==> config.mk <==
export PLATFORM = sky130hd
export DESIGN_NAME = inst_fetch
export DESIGN_NICKNAME = d
export VERILOG_FILES = /design/src/rtl/inst_fetch.sv
export SDC_FILE = /design/constraint.sdc
export NUM_CORES = 1
export LEC_CHECK = 0
export CAP_MARGIN = 0
export CORE_MARGIN = 2
export CORE_UTILIZATION = 51
export CTS_CLUSTER_DIAMETER = 50
export CTS_CLUSTER_SIZE = 8
export DETAILED_ROUTE_END_ITERATION = 16
export GPL_TIMING_DRIVEN = 0
export PLACE_DENSITY = 0.84
export SLEW_MARGIN = 0
export SYNTH_ARGS = -nofsm -noshare
export SYNTH_HDL_FRONTEND = slang
export SYNTH_SLANG_ARGS = --single-unit
export TNS_END_PERCENT = 50
==> constraint.sdc <==
create_clock -name clk_in -period 9.26 [get_ports clk_in]
set_input_delay 0.926 -clock clk_in [delete_from_list [all_inputs] [get_ports clk_in]]
set_output_delay 0.926 -clock clk_in [all_outputs]
set_load 0.02 [all_outputs]
==> src/rtl/inst_fetch.sv <==
// inst_fetch: instruction fetch unit.
// It takes a fetch address from the PC register and reads the instruction as
// INST_W/8 little-endian bytes over a byte-wide memory port. The assembled
// instruction is then offered to decode with a valid/ready handshake.
//
// Ports:
//   clk_in, rst_in     clock (rising edge) and async active-high reset
//   rdy_in             global ready; low freezes every register
//   fetch_pc           next fetch address, accepted when idle
//   jmp_tak            taken jump: flush the fetch in progress
//   stall_req          asserted when fetch_pc cannot be accepted this cycle
//   mem_req/mem_addr   byte read request and address
//   mem_gnt            arbiter accepted the request this cycle
//   mem_rvalid/rdata   read byte, valid one cycle after its grant
//   id_ready           decode accepts the held instruction
//   inst_valid/inst/inst_pc  assembled instruction and its address
module inst_fetch #(
  parameter int unsigned ADDR_W = 32,
  parameter int unsigned INST_W = 32
) (
  input  logic              clk_in,
  input  logic              rst_in,
  input  logic              rdy_in,
  input  logic [ADDR_W-1:0] fetch_pc,
  input  logic              jmp_tak,
  output logic              stall_req,
  output logic              mem_req,
  output logic [ADDR_W-1:0] mem_addr,
  input  logic              mem_gnt,
  input  logic              mem_rvalid,
  input  logic [7:0]        mem_rdata,
  input  logic              id_ready,
  output logic              inst_valid,
  output logic [INST_W-1:0] inst,
  output logic [ADDR_W-1:0] inst_pc
);

  localparam int unsigned NBYTES = INST_W / 8;
  localparam int unsigned CW     = $clog2(NBYTES + 1);
  localparam logic [CW-1:0] C_NBYTES = CW'(NBYTES);
  localparam logic [CW-1:0] C_LAST   = CW'(NBYTES - 1);

  typedef enum logic [1:0] {
    IDLE,
    FETCH,
    HOLD
  } state_t;

  state_t              r_state;
  state_t              w_state_next;
  logic [ADDR_W-1:0]   r_base;
  logic [CW-1:0]       r_issue_cnt;
  logic [CW-1:0]       r_recv_cnt;
  logic                r_drop;
  logic [INST_W-1:0]   r_inst;
  logic [ADDR_W-1:0]   r_inst_pc;
  logic                r_inst_valid;

  logic                w_grant;
  logic                w_take_byte;
  logic                w_last_byte;
  logic [CW+2:0]       w_shamt;
  logic [INST_W-1:0]   w_byte_mask;
  logic [INST_W-1:0]   w_byte_data;

  // Combinational outputs and byte-lane steering
  always_comb begin
    stall_req   = (r_state != IDLE) | ~rdy_in;
    mem_req     = rdy_in & (r_state == FETCH) & (r_issue_cnt < C_NBYTES);
    mem_addr    = r_base + {{(ADDR_W-CW){1'b0}}, r_issue_cnt};
    w_grant     = mem_req & mem_gnt;
    // A byte is only accepted if one is actually outstanding and it is not
    // the stale byte left over from a flush.
    w_take_byte = (r_state == FETCH) & mem_rvalid & ~r_drop &
                  (r_recv_cnt < r_issue_cnt);
    w_last_byte = (r_recv_cnt == C_LAST);
    w_shamt     = {r_recv_cnt, 3'b000};
    w_byte_mask = {{(INST_W-8){1'b0}}, 8'hFF} << w_shamt;
    w_byte_data = {{(INST_W-8){1'b0}}, mem_rdata} << w_shamt;
  end

  // Next-state logic
  always_comb begin
    w_state_next = r_state;
    if (rdy_in) begin
      if (jmp_tak) begin
        w_state_next = IDLE;
      end else begin
        case (r_state)
          IDLE:    w_state_next = FETCH;
          FETCH:   if (w_take_byte && w_last_byte) w_state_next = HOLD;
          HOLD:    if (id_ready) w_state_next = IDLE;
          default: w_state_next = IDLE;
        endcase
      end
    end
  end

  always_ff @(posedge clk_in or posedge rst_in) begin
    if (rst_in) r_state <= IDLE;
    else        r_state <= w_state_next;
  end

  // Datapath registers
  always_ff @(posedge clk_in or posedge rst_in) begin
    if (rst_in) begin
      r_base       <= '0;
      r_issue_cnt  <= '0;
      r_recv_cnt   <= '0;
      r_drop       <= 1'b0;
      r_inst       <= '0;
      r_inst_pc    <= '0;
      r_inst_valid <= 1'b0;
    end else if (rdy_in) begin
      if (jmp_tak) begin
        r_issue_cnt  <= '0;
        r_recv_cnt   <= '0;
        r_inst_valid <= 1'b0;
        // Remember that a byte granted on the flush edge will still return.
        r_drop       <= w_grant;
      end else begin
        r_drop <= 1'b0;
        case (r_state)
          IDLE: begin
            r_base      <= fetch_pc;
            r_issue_cnt <= '0;
            r_recv_cnt  <= '0;
          end
          FETCH: begin
            if (w_grant) r_issue_cnt <= r_issue_cnt + 1'b1;
            if (w_take_byte) begin
              r_inst     <= (r_inst & ~w_byte_mask) | w_byte_data;
              r_recv_cnt <= r_recv_cnt + 1'b1;
              if (w_last_byte) begin
                r_inst_pc    <= r_base;
                r_inst_valid <= 1'b1;
              end
            end
          end
          HOLD: begin
            if (id_ready) r_inst_valid <= 1'b0;
          end
          default: ;
        endcase
      end
    end
  end

  assign inst       = r_inst;
  assign inst_pc    = r_inst_pc;
  assign inst_valid = r_inst_valid;

endmodule

# After elaboration in Yosys (flattened, before gate mapping)
# Cells that the tools add are included.
op_classes:
  n_mux: 16
  n_shift: 2
  eq_ne: 8
  n_lt_le_gt_ge: 2
  add_sub_neg: 3
  reduce_logical: 12
  n_bitwise: 13
ops:
  columns: ["operator", "n"]
  rows:
  - ["adder 32 x 3 -> 32 bit", 1]
  - ["AND 32 bit", 1]
  - ["inverter 32 bit", 1]
  - ["OR 32 bit", 1]
  - ["<< shifter 8 x 6 -> 32 bit", 1]
  - ["<< shifter 8 x 6 -> 32 bit (first input constant)", 1]
  - ["two-way mux 3 bit", 4]
  - ["!= test 3 bit (second input constant)", 4]
  - ["case mux 3 bit (2 select lines)", 2]
  - ["AND reduction 3 bit", 4]
  - ["AND reduction 5 bit", 2]
  - ["adder 3 x 1 -> 3 bit (second input constant)", 2]
  - ["AND 1 bit", 6]
  - ["two-way mux 2 bit", 3]
  - ["case mux 2 bit (3 select lines)", 1]
  - ["nonzero test 3 bit", 2]
  - ["two-way mux 1 bit", 5]
  - ["AND reduction 4 bit", 1]
  - ["== test 3 x 2 -> 1 bit (second input constant)", 1]
  - ["< comparator 3 bit", 1]
  - ["< comparator 3 bit (second input constant)", 1]
  - ["!= test 3 x 2 -> 1 bit (second input constant)", 1]
  - ["inverter 1 bit", 3]
  - ["== test 2 x 1 -> 1 bit (second input constant)", 1]
  - ["other kinds (6)", 6]
word_totals:
  regBits: 106
  in_bits: 47
  wordCells: 64
  output_inout_bits: 99

# Logic depth before layout (Yosys ltp)
logic_depth:
  depth_word: 8
  depth_mapped: 8
  mapped_depth_nobuf: 8

# Worst setup path before layout
# No wires, ideal clock.
synth_timing:
  path_type: "reg-to-output"
  from: "register r_issue_cnt[0]"
  to: "output mem_addr[24]"
  path_buffers: 0
  slack_ps: 5994
  required_ps: 8334
  stages_incl_launch_ff: 9
  t_arrival_ps: 2340
  path_cell_list: "dfrtp_1 ha_1 inv_1 fa_1 nand2b_1 a211oi_1 nand3_1 nor3_1 xor2_1"
synth_via:
  elab_chain_len: 1
synth_rtl:
  columns: ["element", "line", "rtl"]
  rows:
  - ["from (decl)", "52", "logic [CW-1:0] r_issue_cnt;"]
  - ["from (signal assigned)", "130", "if (w_grant) r_issue_cnt <= r_issue_cnt + 1'b1;"]
  - ["adder 32 x 3 -> 32 bit", "70", "mem_addr = r_base + {{(ADDR_W-CW){1'b0}}, r_issue_cnt};"]
  - ["to (decl)", "28", "output logic [ADDR_W-1:0] mem_addr,"]
# No other way between the ends.

# Worst setup path after layout
# Ends and elaborated chain as after synthesis.

==> impl_summary.txt <==
----------------------------------------------------
[Flow run]
  MaxCap Viol Count ... 0

[Timing]
  RSZ-0062 raised after global routing ... false
  Setup TNS Final ... 0 ns
  Count of endpoints failing setup in the final report ... 0
  Worst slew margin relative to its limit ... 55.0%
  Final Max Slew Viols ... 0
  Max Clock Skew ... 0.0144 ns
  Min cycle time layout ... 4.64 ns
  Slew @ Worst Pin ... 0.671 ns
  Top achievable clock speed ... 215 MHz
  Hold violation total from the final report ... 0
  Period Utilization, post-route ... 50.1%

[GRT]
  Number of global-route vias before repair ... 3,656
  Maximum number of pins on one net before global-route repair ... 58
  Met2 track demand over resource ... 38.9%
  Met3 track demand over resource ... 3.52%
  Total GRT Usage ... 23.3%
  First-pass GRT wire length ... 18.5 mm
  Routing usage on met1 ... 30.9%
  Total gr overflow ... 0
  Busiest layer in global routing ... met2
  Antenna violations before repair ... 0

[Synthesis]
  Distinct cells, synth ... 44
  Yosys top cell by area ... sky130_fd_sc_hd__dfrtp_1
  Post-synthesis sequential element count ... 106
  Most numerous cell in the Yosys netlist ... sky130_fd_sc_hd__dfrtp_1
  Syn nets ... 433
  Post-synth top area share ... 54.7%
  Top post-synthesis cells by count ... 106 x sky130_fd_sc_hd__dfrtp_1, 59 x sky130_fd_sc_hd__mux2_2, 32 x sky130_fd_sc_hd__a22o_1
  Share of synthesized area occupied by flip-flops and latches ... 54.7%
  Primary flip-flop cell chosen by synthesis mapping ... sky130_fd_sc_hd__dfrtp_1
  Post-synthesis area per instance ... 13.0 um2
  Number of synthesized flops with an enable pin ... 0
  Syn Inst Count ... 374
  Post-synthesis instance area ... 0.00485 mm2
  Warnings, synthesis ... 0
  Share of synthesized registers carrying an async set or reset ... 100%
  Cells taking the most area after synthesis ... sky130_fd_sc_hd__dfrtp_1 55%, sky130_fd_sc_hd__mux2_2 14%, sky130_fd_sc_hd__a22o_1 5.8%, sky130_fd_sc_hd__xnor2_1 3.4%, sky130_fd_sc_hd__ha_1 2.8%

[Power and ir drop]
  Peak supply drop ... 0.0973 mV
  Static leakage power ... 2.90 nW
  Areal power density over the cells ... 179 mW/mm2
  Total power ... 1.20 mW

[Floorplanning]
  Placeable core region ... 0.00924 mm2
  Die ar. ... 0.0103 mm2
  Die extent in x ... 101 um
  Cell Rows ... 35
  Total I/O pin count ... 146
  Initial Utilization ... 52.5%
  Y dimension of the die ... 101 um

[Outcome]
  Run status ... finished clean

[Finish]
  Relative area change from synthesis to final layout ... 38.0%
  Share of layout cells above drive strength 1 ... 17.4%
  Final net count ... 590
  Diodes inserted ... 0
  Final core area utilization ... 72.4%
  Post-layout instance count excluding filler cells ... 665
  Final design instance area without fill ... 0.00669 mm2

[Placed design]
  Placed inst area ... 0.00649 mm2
  Cell total after placement ... 649
  Number of port buffers ... 145
  Final weighted congestion of routability-driven global placement ... 0.815
  Detail Placement HPWL ... 8.86 mm

[Worst hold path]
  Tightest Hold Check Type ... reg -> reg

[Setup path]
  Category of the worst setup path launch point ... register
  Start-to-end type of the worst setup path ... reg -> out
  Biggest fanout along the worst timing path ... 5
  Type of element capturing the critical path ... output port
  Data arrival time at the worst-slack endpoint ... 3.72 ns
  Data required time of the critical path ... 8.33 ns

[Clock network]
  CTS max path bufs ... 2
  Clk root buf ... sky130_fd_sc_hd__clkbuf_8
  Clock H-tree levels ... 3
  Clock-pin slew on the worst setup and hold paths ... 0.09 ns
  Total number of clock tree sinks ... 106
  Clock latency on the worst-skew pair ... 0.37 ns
  Hold-fix buffers, CTS ... 0
  Number of resized instances in the post-cts repair step ... 0
  Clock tree from TritonCTS ... yes
  Number of buffers inserted during clock tree synthesis ... 9
  Buffer count from post-CTS setup fixing ... 0

[Drt]
  Vias per std cell ... 5.36
  Total number of vias ... 3,564
  Violation count after the first detailed-routing iteration ... 111
  Overall routed net length ... 11.6 mm
  Routed wire length per instance ... 17.5 um
  Final antenna-violating net count ... 0
  Length of the first detailed-routing pass in iterations ... 6
  Total DRC errors in the routed layout ... 0

----------------------------------------------------
==> report_power, final <==
group          total (mW)  switching, mW  internal, mW
combinational       0.331          0.155         0.176
clock               0.291          0.164         0.127
sequential          0.575         0.0602         0.515
==> flip-flops by register name, indices dropped and copies added, names as in the netlist <==
| name | cells |
|---|---|
| r_state | 2 |
| r_drop | 1 |
| inst_pc | 32 |
| r_issue_cnt | 3 |
| r_recv_cnt | 3 |
| inst | 32 |
| inst_valid | 1 |
| r_base | 32 |
==> final cells by class <==
| cell class | count | area, um2 |
|---|---|---|
| clock inverters | 7 | 73.8 |
| well taps | 129 | 161 |
| fillers | 644 | 2550 |
| clock buffers | 9 | 124 |
| multi-input cells | 245 | 2100 |
| plain buffers | 9 | 37.5 |
| flip-flops and latches | 106 | 2650 |
| inverters | 14 | 55.1 |
| repair buffers | 146 | 1480 |
==> layout by cell type (no fill, tap or decap), types with 4 or more instances in the layout <==
cell                                n
sky130_fd_sc_hd__nand3_1           13
sky130_fd_sc_hd__a21oi_1            4
sky130_fd_sc_hd__nand2_1           23
sky130_fd_sc_hd__and3_1             5
sky130_fd_sc_hd__xnor2_1           19
sky130_fd_sc_hd__ha_1              11
sky130_fd_sc_hd__xor2_1            12
sky130_fd_sc_hd__clkdlybuf4s50_1  145
sky130_fd_sc_hd__mux2_2            59
sky130_fd_sc_hd__clkbuf_8           9
sky130_fd_sc_hd__nor2_1            11
sky130_fd_sc_hd__dfrtp_1          106
sky130_fd_sc_hd__clkbuf_1           6
sky130_fd_sc_hd__o21ai_0            9
sky130_fd_sc_hd__inv_1             13
sky130_fd_sc_hd__nand4_1            4
sky130_fd_sc_hd__a22o_1            32
==> layer usage <==
layer  wire length [um]  part of all wire (%)
met1               4990                    43
met4                238                   2.0
met5                  0                     0
met3                493                   4.2
met2               5900                    51
==> through the flow <==
stage                     setup slack (ns)  hold slack (ns)
after floorplan                       5.55            0.483
final                                 4.62            0.506
after CTS                             4.64            0.506
after detailed placement              5.05            0.482
after global placement                4.11            0.470
after global routing                  4.31            0.531
==> path summary, 6_finish.rpt <==
path,from,to,slack [ns],depth (start not counted)
max,r_issue_cnt[0]$_DFFE_PP0P_,mem_addr[24],4.62,9
min,inst_valid$_DFFE_PP0P_,inst_valid$_DFFE_PP0P_,0.51,2
max reg2reg,r_recv_cnt[2]$_DFFE_PP0P_,inst_pc[1]$_DFFE_PP0P_,6.74,6
min reg2reg,inst_valid$_DFFE_PP0P_,inst_valid$_DFFE_PP0P_,0.51,2
max in group asynchronous,rst_in,r_base[5]$_DFFE_PP0P_,7.57,3
min in group asynchronous,rst_in,inst[16]$_DFFE_PP0P_,1.00,2
==> worst max-delay path: stages (launching register included) <==
cell and delay (ns):
sky130_fd_sc_hd__dfrtp_1 0.44, sky130_fd_sc_hd__ha_1 0.22, sky130_fd_sc_hd__inv_1 0.06, sky130_fd_sc_hd__fa_1 0.40, sky130_fd_sc_hd__nand2b_1 0.20, sky130_fd_sc_hd__a211oi_1 0.61, sky130_fd_sc_hd__nand3_1 0.35, sky130_fd_sc_hd__nor3_1 0.26
sky130_fd_sc_hd__xor2_1 0.19, sky130_fd_sc_hd__clkdlybuf4s50_1 0.62
==> cell families (layout without fill, tap and decap cells) <==
logic type | Yosys count | in the layout | synth area share [%]
AO/OA/AOI/OAI | 59 | 59 | 10.1
adder cells (fa/ha/maj) | 12 | 12 | 3.25
AND/OR/NAND/NOR | 80 | 80 | 9.89
buffers and inverters | 23 | 185 | 1.86
flip-flops | 106 | 106 | 54.7
XOR/XNOR | 31 | 31 | 5.60
multiplexers | 63 | 63 | 14.6
Note: power is estimated with default switching activity, not from simulation.
